### src/rtl/sphere_scheduler.sv
// Shares one combinational sphere intersection unit across NUM_SPHERES slots:
// each accepted ray is tested against every slot in turn and the nearest enabled hit colours the pixel.
module sphere_scheduler #(
   parameter int          NUM_SPHERES = 4,
   parameter logic [31:0] BACKGROUND  = 32'h000000ff,
   localparam int         SW          = $clog2(NUM_SPHERES)
) (
   input  logic          pixel_clk,
   input  logic          reset,
   input  logic          ray_valid,
   output logic          ray_ready,
   input  logic [47:0]   ray_in,
   output logic [47:0]   isect_ray,
   output logic [47:0]   isect_center,
   output logic [15:0]   isect_radius,
   input  logic          isect_hit,
   input  logic [15:0]   isect_dist,
   input  logic          cfg_we,
   input  logic [SW-1:0] cfg_slot,
   input  logic [2:0]    cfg_field,
   input  logic [31:0]   cfg_wdata,
   output logic          pixel_valid,
   input  logic          pixel_ready,
   output logic [31:0]   pixel_data,
   output logic          busy
);

   // Handshakes: a ray transfers on a rising edge where ray_valid && ray_ready;
   // a pixel transfers on a rising edge where pixel_valid && pixel_ready.
   // pixel_data is held stable from the first cycle pixel_valid is high until it transfers.

   typedef enum logic [1:0] {
      IDLE = 2'd0,
      SCAN = 2'd1,
      EMIT = 2'd2
   } state_t;

   state_t state;
   state_t state_next;

   // Slot configuration registers
   logic [15:0]            radius_q [NUM_SPHERES];
   logic [15:0]            cx_q     [NUM_SPHERES];
   logic [15:0]            cy_q     [NUM_SPHERES];
   logic [15:0]            cz_q     [NUM_SPHERES];
   logic [31:0]            colour_q [NUM_SPHERES];
   logic [NUM_SPHERES-1:0] enable_q;

   // Scan datapath
   logic [SW-1:0] slot_cnt;
   logic [15:0]   best_dist;
   logic [31:0]   best_colour;
   logic          found;
   logic          last_slot;
   logic          take;

   assign last_slot = (slot_cnt == SW'(NUM_SPHERES - 1));

   // Strict less-than keeps the earlier (lower index) slot on equal distance.
   assign take = (state == SCAN) && enable_q[slot_cnt] && isect_hit &&
                 (!found || (isect_dist < best_dist));

   always_ff @(posedge pixel_clk) begin
      if (reset) begin
         for (int i = 0; i < NUM_SPHERES; i++) begin
            radius_q[i] <= 16'h0000;
            cx_q[i]     <= 16'h0000;
            cy_q[i]     <= 16'h0000;
            cz_q[i]     <= 16'h0000;
            colour_q[i] <= 32'hff0000ff;
         end
         enable_q <= '0;
      end else if (cfg_we) begin
         case (cfg_field)
            3'd0:    radius_q[cfg_slot] <= cfg_wdata[15:0];
            3'd1:    cx_q[cfg_slot]     <= cfg_wdata[15:0];
            3'd2:    cy_q[cfg_slot]     <= cfg_wdata[15:0];
            3'd3:    cz_q[cfg_slot]     <= cfg_wdata[15:0];
            3'd4:    colour_q[cfg_slot] <= cfg_wdata;
            3'd5:    enable_q[cfg_slot] <= cfg_wdata[0];
            default: ;
         endcase
      end
   end

   always_ff @(posedge pixel_clk) begin
      if (reset) begin
         state <= IDLE;
      end else begin
         state <= state_next;
      end
   end

   always_comb begin
      state_next = state;
      case (state)
         IDLE:    if (ray_valid) state_next = SCAN;
         SCAN:    if (last_slot) state_next = EMIT;
         EMIT:    if (pixel_ready) state_next = IDLE;
         default: state_next = IDLE;
      endcase
   end

   always_comb begin
      ray_ready    = (state == IDLE) && !reset;
      pixel_valid  = (state == EMIT);
      busy         = (state != IDLE);
      isect_center = 48'h0;
      isect_radius = 16'h0;
      if (state == SCAN) begin
         isect_center = {cz_q[slot_cnt], cy_q[slot_cnt], cx_q[slot_cnt]};
         isect_radius = radius_q[slot_cnt];
      end
   end

   always_ff @(posedge pixel_clk) begin
      if (reset) begin
         isect_ray   <= 48'h0;
         slot_cnt    <= '0;
         best_dist   <= 16'hffff;
         best_colour <= BACKGROUND;
         found       <= 1'b0;
         pixel_data  <= BACKGROUND;
      end else begin
         case (state)
            IDLE: begin
               if (ray_valid) begin
                  isect_ray   <= ray_in;
                  slot_cnt    <= '0;
                  best_dist   <= 16'hffff;
                  best_colour <= BACKGROUND;
                  found       <= 1'b0;
               end
            end
            SCAN: begin
               slot_cnt <= slot_cnt + SW'(1);
               if (take) begin
                  best_dist   <= isect_dist;
                  best_colour <= colour_q[slot_cnt];
                  found       <= 1'b1;
               end
               // The final slot's own result must be folded in before the pixel is registered.
               if (last_slot) begin
                  pixel_data <= take ? colour_q[slot_cnt] : best_colour;
               end
            end
            default: ;
         endcase
      end
   end

endmodule

### config.mk
export PLATFORM = sky130hd
export DESIGN_NAME = sphere_scheduler
export DESIGN_NICKNAME = d
export VERILOG_FILES = /design/src/rtl/sphere_scheduler.sv
export SDC_FILE = /design/constraint.sdc
export NUM_CORES = 1
export LEC_CHECK = 0
export ABC_AREA = 1
export CAP_MARGIN = 0
export CORE_ASPECT_RATIO = 1.25
export CORE_UTILIZATION = 57
export DETAILED_ROUTE_END_ITERATION = 7
export GPL_ROUTABILITY_DRIVEN = 0
export PLACE_DENSITY = 0.78
export SLEW_MARGIN = 10
export SYNTH_ARGS = -nofsm -noshare
export SYNTH_HDL_FRONTEND = slang
export SYNTH_SLANG_ARGS = --single-unit
### constraint.sdc
create_clock -name pixel_clk -period 6.1 [get_ports pixel_clk]
set_input_delay 1.22 -clock pixel_clk [delete_from_list [all_inputs] [get_ports pixel_clk]]
set_output_delay 1.22 -clock pixel_clk [all_outputs]
set_load 0.02 [all_outputs]
==> summary.txt, run 1 <==
Status
  – Outcome: completed

Logic synthesis
  – Area leader, netlist: edfxtp_1
  – Cell with the most instances after synthesis: nor2_1
  – Synth area leaders: edfxtp_1 50%, nor2_1 12%, dfxtp_1 12%, o21ai_0 5.6%, nand2_1 4.3%
  – Mapped Cells: about 2500
  – Asr flop ratio synth: 0%
  – #FFs+latches synth: around 520
  – Register area share after synthesis: a little over three fifths
  – Avg Synthesized Cell Area: 9.068 um2
  – Mapped cell area: ~23000 um2
  – Synth unique cells: 28
  – Warnings, synthesis: 0
  – Commonest cells in the netlist: 750 x nor2_1, 384 x edfxtp_1, 262 x nand2_1
  – EDFF count, synth: approximately 380
  – Main synth FF type: edfxtp_1
  – Yosys top cell area share: 50.32%
  – Post-Syn Nets: between 2000 and 3000

Run
  – Max-cap viol count: 0

Clocking
  – Post-CTS setup buffer count: 0
  – H-tree depth: 2
  – Worst-path clk slew: roughly 60 ps
  – CTS tree: done
  – CTS resizes: 0
  – # clock sinks: about 520
  – Worst skew pair latency: about 580 ps
  – TritonCTS Buffers: 51
  – Clk root buf: clkbuf_16
  – Maximum buffer depth of the clock tree: 3
  – Hold_buf cts: 0

Critical path
  – Cell breakdown of the critical path: inv_2, buf_4, nor2_1, o21ai_0, a21oi_1, clkdlybuf4s50_1
  – Worst setup path class: reg -> out
  – Worst setup SP type: register
  – Worst path buffer plus inverter count: 3
  – Delay-heaviest family, CP: buffers and inverters
  – Worst Path Max Fanout: a little over 50
  – CP Capture Type: output pin
  – Data arrival time of the critical path: between 3000 and 4000 ps
  – Worst Path Required: between 4000 and 5000 ps
  – CP max stage cell: dfxtp_2
  – Max stage delay on crit path: approximately 860 ps

Pwr
  – Pwr Total: between 8 and 9 mW
  – Worst vdd ir: about 0.23 mV
  – PwrDens: ~300 nW/um2
  – Pleak: 10.26 nW

STA
  – RSZ-0062 raised after global routing: no
  – Worst-Margin Slew: 1097 ps
  – Final Hold Vio Count: 0
  – Final Max Tran Viols: 0
  – Setup Viol. Count Final: 0
  – Maximum clock rate: approximately 0.20 GHz
  – Setup TNS: 0 ps
  – Worst relative slew slack: 26.88%
  – Clock skew: 13.45 ps
  – Worst hold margin: approximately 450 ps
  – Final Cycle Share: between 80% and 90%
  – Crit path time final: about 5000 ps

Placed design
  – Inst Count DP: about 3100
  – IO Port Bufs: around 250
  – Dpl hpwl: 36410 um

Route
  – WL/cell: roughly 19 um
  – Met3 WL post-DR: around 5500 um
  – Vias/cell: approximately 5.7
  – ANT nets after route: 0
  – Top routing layer in use: met5
  – Pre-Repair DR Iteration Count: 6
  – Vias: 18333
  – Wire length on met1: between 20000 and 25000 um
  – Met2 wire len: just over 30000 um
  – Initial drt markers: 1936
  – Final wirelength: roughly 61000 um
  – DRC viols: 0

Floorplanning
  – Rows: 81
  – Die area: approximately 40000 um2
  – Core Box Area: just under 40000 um2
  – Top Ports: around 250
  – Die width: 181.3 um
  – Die Ht: ~230 um
  – Initial core utilization: between 50% and 60%

GRT
  – Vias in the first global route: roughly 18000
  – First-pass GRT wire length: between 90000 and 100000 um
  – Grt total ovfl: 0
  – GRT Overall Usage: roughly 30%
  – Largest net degree at the start of global routing: around 190
  – Antenna violations before repair: 1

Finish
  – Filler cells: between 2000 and 3000
  – Syn-to-layout area delta: 19.71%
  – Post-route insts no fill: roughly 3200
  – Share of cells above drive strength 1: roughly 5.5%
  – Antenna cells: 0
  – NumNets Final: about 2800

Hold path
  – Worst hold path class: reg -> reg
==> layer usage <==
metal | vias up | GRT usage (%)
met4 | 2 | 12.41
met2 | 916 | 50.81
met1 | 8674 | 37.20
li1 | 8606 | -
met3 | 135 | 4.612
met5 | - | 0
==> power by group <==
part,internal [mW],leakage [nW],switching (mW)
Combinational,0.296,4.58,0.578
Clock,1.94,0.849,1.35
Sequential,3.99,4.83,0.0742
==> worst paths after layout <==
path          startpoint               end  slack [ps]  cells after the start
max reg2reg     register   best_colour[15]        2820                      9
min          enable_q[3]       enable_q[3]         450                      2
max             register  isect_center[18]        1130                      6
min reg2reg  enable_q[3]       enable_q[3]         450                      2
==> stage by stage <==
| step | instance area, um2 | setup slack (ps) | utilization [%] |
|---|---|---|---|
| after detailed placement | 25690 | 1780 | 65.16 |
| final | 27430 | 1129 | 69.58 |
| after CTS | 27430 | 1126 | 69.57 |
| after floorplan | 22920 | 1411 | - |
| after global routing | 27430 | 965.9 | 69.58 |
| after global placement | 25690 | 1805 | 65.16 |
==> cell families after synthesis <==
logic type      after synthesis  share of synthesized area, %
fa+ha+maj                    16                        0.8736
simple gates               1139                         19.63
buf+inv                     410                         6.929
flops                       523                         62.46
compound gates              439                         10.10
==> placed cells by master (no fill, tap or decap), types with 20 or more instances in the layout <==
cell type and instances:
nor2_1 749, o21a_1 25, nor2_2 20, buf_4 26, clkbuf_16 52, nand3_1 78, dfxtp_1 137, a21oi_1 114
nand2_1 260, o22ai_1 25, edfxtp_1 384, o21ai_0 247, nand4_1 22, clkdlybuf4s50_1 252, inv_1 239
==> layout make-up <==
cell class / instances / area, um2 / share of cell area, %
Sequential cell: 523 / 14320 / 52.20
Multi-Input combinational cell: 1594 / 7053 / 25.71
Timing Repair Buffer: 280 / 2743 / 9.998
Clock buffer: 64 / 1380 / 5.031
Inverter: 252 / 954.7 / 3.480
Tap cell: 498 / 623.1 / 2.271
Clock inverter: 29 / 359.1 / 1.309
==> worst register-to-register path: stages, from the launching register on <==
cell	delay [ps]
dfxtp_2	570
inv_2	930
buf_4	560
buf_4	300
o21ai_0	120
o22ai_1	260
inv_1	90
nand3_1	130
nand3_1	90
a21oi_1	150
==> state kept, by name (all words and copies together), names as in the netlist, named ones only <==
| name | cells |
|---|---|
| enable_q | 4 |
| cy_q | 64 |
| found | 1 |
| radius_q | 64 |
| best_dist | 16 |
| pixel_data | 32 |
| best_colour | 32 |
| cz_q | 64 |
| cx_q | 64 |
| state | 2 |
| slot_cnt | 2 |
| colour_q | 128 |
| isect_ray | 48 |
No activity file was read; power rests on OpenSTA's default activity.
==> inputs of run 2 (changes only) <==
--- a/config.mk
+++ b/config.mk
@@ -8,10 +8,10 @@
 export ABC_AREA = 1
 export CAP_MARGIN = 0
 export CORE_ASPECT_RATIO = 1.25
-export CORE_UTILIZATION = 57
+export CORE_UTILIZATION = 51
 export DETAILED_ROUTE_END_ITERATION = 7
 export GPL_ROUTABILITY_DRIVEN = 0
-export PLACE_DENSITY = 0.78
+export PLACE_DENSITY = 0.73
 export SLEW_MARGIN = 10
 export SYNTH_ARGS = -nofsm -noshare
 export SYNTH_HDL_FRONTEND = slang
==> constraint.sdc (replaced) <==
create_clock -name pixel_clk -period 4.45 [get_ports pixel_clk]
set_input_delay 0.89 -clock pixel_clk [delete_from_list [all_inputs] [get_ports pixel_clk]]
set_output_delay 0.89 -clock pixel_clk [all_outputs]
set_load 0.02 [all_outputs]
==> run 2 against run 1 <==
  * Worst setup slack worse by 670 ps
  * Largest power group unchanged
  * Via count decreased by 0.81%
  * Design area is essentially flat
  * Largest cell class unchanged
  * Critical path type unchanged
==> summary.txt, run 2 (same netlist as run 1, synthesis figures left out) <==
STA
  – Crit path time final: approximately 4000 ps
  – Final Max Tran Viols: 0 (unchanged)
  – Clock skew: 18.62 ps (was 13.45 ps)
  – Maximum clock rate: roughly 0.25 GHz
  – Worst-Margin Slew: 1051 ps (was 1097 ps)
  – RSZ-0062 raised after global routing: no (unchanged)
  – Final Cycle Share: approximately 90%
  – Setup Viol. Count Final: 0 (unchanged)
  – Worst relative slew slack: 29.96% (was 26.88%)
  – Final Hold Vio Count: 0 (unchanged)
  – Setup TNS: 0 ps (unchanged)

Critical path
  – Cell breakdown of the critical path: inv_4, buf_4, o21ai_0, a21oi_1, clkdlybuf4s50_1 (was inv_2, buf_4, nor2_1, o21ai_0, a21oi_1, clkdlybuf4s50_1)
  – Max stage delay on crit path: 720 ps (was 860 ps)
  – CP max stage cell: inv_4 (was dfxtp_2)
  – CP Capture Type: output pin (unchanged)
  – Worst setup path class: reg -> out (unchanged)
  – Data arrival time of the critical path: 3100 ps (was 3750 ps)
  – Worst Path Max Fanout: 110 (was 51)
  – Worst setup SP type: register (unchanged)
  – Worst path buffer plus inverter count: 3 (unchanged)
  – Delay-heaviest family, CP: buffers and inverters (unchanged)
  – Worst Path Required: 3560 ps (was 4880 ps)

Clocking
  – Worst skew pair latency: 590 ps (was 580 ps)
  – Hold_buf cts: 0 (unchanged)
  – H-tree depth: 2 (unchanged)
  – Post-CTS setup buffer count: 0 (unchanged)
  – Worst-path clk slew: 60 ps (about the same)
  – Maximum buffer depth of the clock tree: 3 (unchanged)
  – Clk root buf: clkbuf_16 (unchanged)
  – CTS resizes: 0 (unchanged)
  – CTS tree: done (unchanged)
  – TritonCTS Buffers: 52 (was 51)
  – # clock sinks: 523 (unchanged)

Route
  – Initial drt markers: 1648 (was 1936)
  – WL/cell: 18.32 um (was 18.85 um)
  – Pre-Repair DR Iteration Count: 6 (unchanged)
  – Vias: 18184 (was 18333)
  – DRC viols: 0 (unchanged)
  – ANT nets after route: 0 (unchanged)
  – Vias/cell: 5.464 (was 5.658)
  – Final wirelength: 60970 um (was 61090 um)

GRT
  – Vias in the first global route: 17585 (was 17770)
  – Largest net degree at the start of global routing: 193 (unchanged)
  – Antenna violations before repair: 2 (was 1)
  – Grt total ovfl: 0 (unchanged)
  – GRT Overall Usage: 26.54% (was 29.54%)
  – First-pass GRT wire length: 93660 um (was 94570 um)

Finish
  – Share of cells above drive strength 1: 5.697% (was 5.543%)
  – Commonest non-fill, non-tap cells in the layout: 749 x nor2_1, 384 x edfxtp_1, 260 x nand2_1 (unchanged)
  – Multi-input logic area: 7049 um2 (was 7053 um2)
  – Syn-to-layout area delta: 19.74% (was 19.71%)
  – Largest Register: colour_q (unchanged)
  – Reg area: 14320 um2 (unchanged)
  – Leading cell type in the layout, fill and taps excluded: nor2_1 (unchanged)
  – Antenna cells: 0 (unchanged)
  – Final instance area: 27440 um2 (was 27430 um2)
  – NumNets Final: 2839 (was 2825)
  – Post-layout util: 62.05% (was 69.58%)
  – Largest register FFs: 128 (unchanged)
  – Filler cells: 3632 (was 2896)

Pwr
  – Pleak: 10.22 nW (was 10.26 nW)
  – Pwr Total: 10.88 mW (was 8.235 mW)
  – PwrDens: 396.4 nW/um2 (was 300.2 nW/um2)
  – Worst vdd ir: 0.3350 mV (was 0.2343 mV)

Run
  – Max-cap viol count: 0 (unchanged)

Floorplanning
  – Top Ports: 254 (unchanged)
  – Initial core utilization: 51.82% (was 58.13%)
  – Die area: 45790 um2 (was 41010 um2)
  – Die Ht: 239.0 um (was 226.2 um)
  – Die width: 191.6 um (was 181.3 um)
  – Core Box Area: 44220 um2 (was 39420 um2)
  – Rows: 86 (was 81)

Placed design
  – Dpl hpwl: 37730 um (was 36410 um)
  – Dpl cell area: 25870 um2 (was 25690 um2)
  – IO Port Bufs: 253 (unchanged)

Hold path
  – Worst hold path class: reg -> reg (unchanged)

Status
  – Outcome: completed (unchanged)
## run 2: per-layer routing
metal  GRT usage, %  wire, um
met1          32.64     23340
met3          4.962      5352
met4          11.95      2369
met2          45.19     29890
met5              0        23
## run 2: final cells by class
type | count | share of cell area [%]
repair buffers | 293 | 10.35
inverters | 252 | 3.456
well taps | 572 | 2.608
clock inverters | 32 | 0.7980
flip-flops and latches | 523 | 52.18
multi-input cells | 1594 | 25.69
clock buffers | 62 | 4.915
## run 2: final timing paths
check,start,end,cells after the start,slack (ps)
max,register,isect_center[8],5,460
min,enable_q[0],enable_q[0],2,450
max reg2reg,register,best_colour[13],8,1770
min reg2reg,enable_q[0],enable_q[0],2,450
## run 2: power by group
group / leakage [nW] / internal, mW / switching (mW)
registers: 4.83 / 5.47 / 0.0806
clock network: 0.756 / 2.27 / 1.83
logic: 4.64 / 0.414 / 0.805
## run 2: stage by stage
stage | std cells | setup slack (ps) | hold slack [ps]
2_1_floorplan | 2527 | 91.16 | 423.7
3_3_place_gp | 3234 | 1078 | 434.3
3_5_place_dp | 3234 | 1047 | 442.1
4_1_cts | 3328 | 467.0 | 451.0
5_1_grt | 3328 | 322.0 | 470.2
6_report | 3328 | 458.3 | 447.7
## run 2: worst register-to-register path: cells and delay by family, from the launching register on
family,cells,cell delay (ps)
buf+inv,3,1500
simple gates,2,220
flops,1,360
compound gates,3,550
==> inputs of run 3 (changes only) <==
--- a/config.mk
+++ b/config.mk
@@ -7,11 +7,11 @@
 export LEC_CHECK = 0
 export ABC_AREA = 1
 export CAP_MARGIN = 0
-export CORE_ASPECT_RATIO = 1.25
-export CORE_UTILIZATION = 51
+export CORE_ASPECT_RATIO = 0.75
+export CORE_UTILIZATION = 60
 export DETAILED_ROUTE_END_ITERATION = 7
 export GPL_ROUTABILITY_DRIVEN = 0
-export PLACE_DENSITY = 0.73
+export PLACE_DENSITY = 0.81
 export SLEW_MARGIN = 10
 export SYNTH_ARGS = -nofsm -noshare
 export SYNTH_HDL_FRONTEND = slang
==> constraint.sdc (replaced) <==
create_clock -name pixel_clk -period 5 [get_ports pixel_clk]
set_input_delay 1 -clock pixel_clk [delete_from_list [all_inputs] [get_ports pixel_clk]]
set_output_delay 1 -clock pixel_clk [all_outputs]
set_load 0.02 [all_outputs]
==> run 3 against run 2 <==
  * Sequential cell count unchanged
  * Wire length down 1.2%
  * Non-clock buffer count decreased by 5
  * Critical path depth up 1
  * Die area decreased by 15%
  * Total power decreased by 12%
  * Combinational power fell by 11%
  * Utilization rose by 11 points
  * Clock power down 13%
  * Worst setup slack better by 440 ps
  * Clock-buffer cell count grew 4
  * Critical endpoint is now isect_center[0]
  * Largest cell class unchanged
==> summary.txt, run 3 (same netlist as run 1, synthesis figures left out) <==
Pwr
  – PwrDens: 351.7 nW/um2 (was 396.4 nW/um2)
  – Pleak: 10.19 nW (was 10.22 nW)
  – Worst vdd ir: 0.3086 mV (was 0.3350 mV)

GRT
  – GRT Overall Usage: 30.99% (was 26.54%)
  – Grt total ovfl: 0 (unchanged)
  – First-pass GRT wire length: 93100 um (was 93660 um)
  – Vias in the first global route: 17605 (was 17585)
  – Antenna violations before repair: 4 (was 2)
  – Largest net degree at the start of global routing: 193 (unchanged)

STA
  – RSZ-0062 raised after global routing: no (unchanged)
  – Final Cycle Share: between 80 and 90%
  – Worst relative slew slack: 18.62% (was 29.96%)
  – Worst-Margin Slew: 1221 ps (was 1051 ps)
  – Setup Viol. Count Final: 0 (unchanged)
  – Crit path time final: 4102 ps
  – Final Max Tran Viols: 0 (unchanged)
  – Setup TNS: 0 ps (unchanged)
  – Clock skew: 30.62 ps (was 18.62 ps)
  – Final Hold Vio Count: 0 (unchanged)
  – Maximum clock rate: roughly 0.24 GHz

Floorplanning
  – Die width: 227.7 um (was 191.6 um)
  – Rows: 61 (was 86)
  – Die Ht: 171.2 um (was 239.0 um)
  – Die area: 38990 um2 (was 45790 um2)
  – Core Box Area: 37320 um2 (was 44220 um2)
  – Initial core utilization: 61.40% (was 51.82%)
  – Top Ports: 254 (unchanged)

Finish
  – Largest Register: colour_q (unchanged)
  – Commonest non-fill, non-tap cells in the layout: 749 x nor2_1, 384 x edfxtp_1, 260 x nand2_1 (unchanged)
  – Largest register FFs: 128 (unchanged)
  – Post-layout util: 73.10% (was 62.05%)
  – Filler cells: 2623 (was 3632)
  – Post-route insts no fill: 3256 (was 3328)
  – Share of cells above drive strength 1: 5.491% (was 5.697%)
  – Leading cell type in the layout, fill and taps excluded: nor2_1 (unchanged)
  – Syn-to-layout area delta: 19.06% (was 19.74%)
  – NumNets Final: 2832 (was 2839)

Clocking
  – Worst skew pair latency: 590 ps (about the same)
  – Maximum buffer depth of the clock tree: 3 (unchanged)
  – Clk root buf: clkbuf_16 (unchanged)
  – Post-CTS setup buffer count: 0 (unchanged)
  – CTS resizes: 0 (unchanged)
  – CTS tree: done (unchanged)
  – Hold_buf cts: 0 (unchanged)
  – # clock sinks: 523 (unchanged)
  – TritonCTS Buffers: 50 (was 52)
  – H-tree depth: 2 (unchanged)
  – Worst-path clk slew: 70 ps (was 60 ps)

Route
  – Initial drt markers: 2227 (was 1648)
  – WL/cell: 18.50 um (was 18.32 um)
  – ANT nets after route: 0 (unchanged)
  – Vias/cell: 5.623 (was 5.464)
  – DRC viols: 0 (unchanged)
  – Final wirelength: 60220 um (was 60970 um)
  – Pre-Repair DR Iteration Count: 6 (unchanged)
  – Vias: 18307 (was 18184)

Critical path
  – Worst R2R Setup Slack: 2200 ps (was 1770 ps)
  – Worst Path Max Fanout: 50 (was 110)
  – Worst Path Required: 4000 ps (was 3560 ps)
  – Worst setup path class: reg -> out (unchanged)
  – CP Capture Type: output pin (unchanged)
  – Data arrival time of the critical path: 3100 ps (about the same)
  – Cell breakdown of the critical path: buf_4, buf_4, nor2_1, o21ai_0, a21oi_1, clkdlybuf4s50_1 (was inv_4, buf_4, o21ai_0, a21oi_1, clkdlybuf4s50_1)
  – Worst path most repeated cell: buf_4
  – Reg2reg start: state[0]
  – Max stage delay on crit path: 670 ps (was 720 ps)
  – Worst setup SP type: register (unchanged)
  – R2R depth: 12 (was 8)
  – CP max stage cell: buf_4 (was inv_4)
  – Worst R2R End: best_colour[6] (was best_colour[13])

Placed design
  – Inst Count DP: 3161 (was 3234)
  – IO Port Bufs: 253 (unchanged)
  – Dpl hpwl: 37230 um (was 37730 um)

Hold path
  – Min-Delay Endpoint: enable_q[3] (was enable_q[0])
  – Hold Path Depth: 2 (unchanged)
  – HP Start: enable_q[3] (was enable_q[0])
  – Worst hold path class: reg -> reg (unchanged)

Status
  – Outcome: completed (unchanged)

Run
  – Max-cap viol count: 0 (unchanged)
-- run 3: cell types whose count changed in the layout (fill, tap and decap cells not counted), sizes merged --
| cell | change |
|---|---|
| buf | -5 |
| clkinvlp | -4 |
| clkinv | -1 |
| diode | +2 |
| clkbuf | +4 |
-- run 3: where the power goes --
| part | internal (mW) | total, mW | switching [mW] |
|---|---|---|---|
| Combinational | 0.368 | 1.08 | 0.712 |
| Sequential | 4.87 | 4.94 | 0.0700 |
| Clock | 1.96 | 3.58 | 1.62 |
-- run 3: per-layer routing --
metal	up-vias	track usage (%)	routed length, um
li1	8629	-	-
met1	8658	41.43	23890
met2	900	51.98	29570
met3	120	4.698	5148
met4	0	10.62	1617
met5	-	0	0
-- run 3: worst max path at each step --
stage,from,depth (start not counted),to
after floorplan,cfg_slot[0],5,colour_q[1][0]
after global placement,cfg_field[1],8,colour_q[2][29]
after detailed placement,cfg_field[1],8,colour_q[2][29]
after CTS,register,6,isect_center[0]
after global routing,register,6,isect_center[0]
final,register,6,isect_center[0]
-- run 3: cell type report --
cell class / instances / area [um2] / share of cell area, %
inverter: 252 / 950.9 / 3.485
sequential: 523 / 14320 / 52.48
clock buffer: 66 / 1311 / 4.806
clock inverter: 27 / 198.9 / 0.7292
timing repair buffer: 288 / 2815 / 10.32
multi-input combinational: 1594 / 7053 / 25.85
antenna: 2 / 5.005 / 0.01834
tap: 504 / 630.6 / 2.311
-- run 3: critical path, delay by kind of cell (launching register included) --
kind | cells | cell delay [ps]
AOI/OAI and AO/OA | 2 | 270
DFF | 1 | 340
and+or+nand+nor | 1 | 120
buffers and inverters | 3 | 1770
-- run 3: metrics by stage --
step           total power, mW  instance area (um2)  setup WS (ps)  hold slack (ps)
2_1_floorplan            5.622                22920          531.2            423.7
3_3_place_gp             6.062                25770           1373            441.1
3_5_place_dp             6.099                25770           1341            448.3
4_1_cts                  9.596                27280          898.8            457.3
5_1_grt                  9.886                27280          754.4            479.7
6_report                 9.596                27280          898.2            460.1
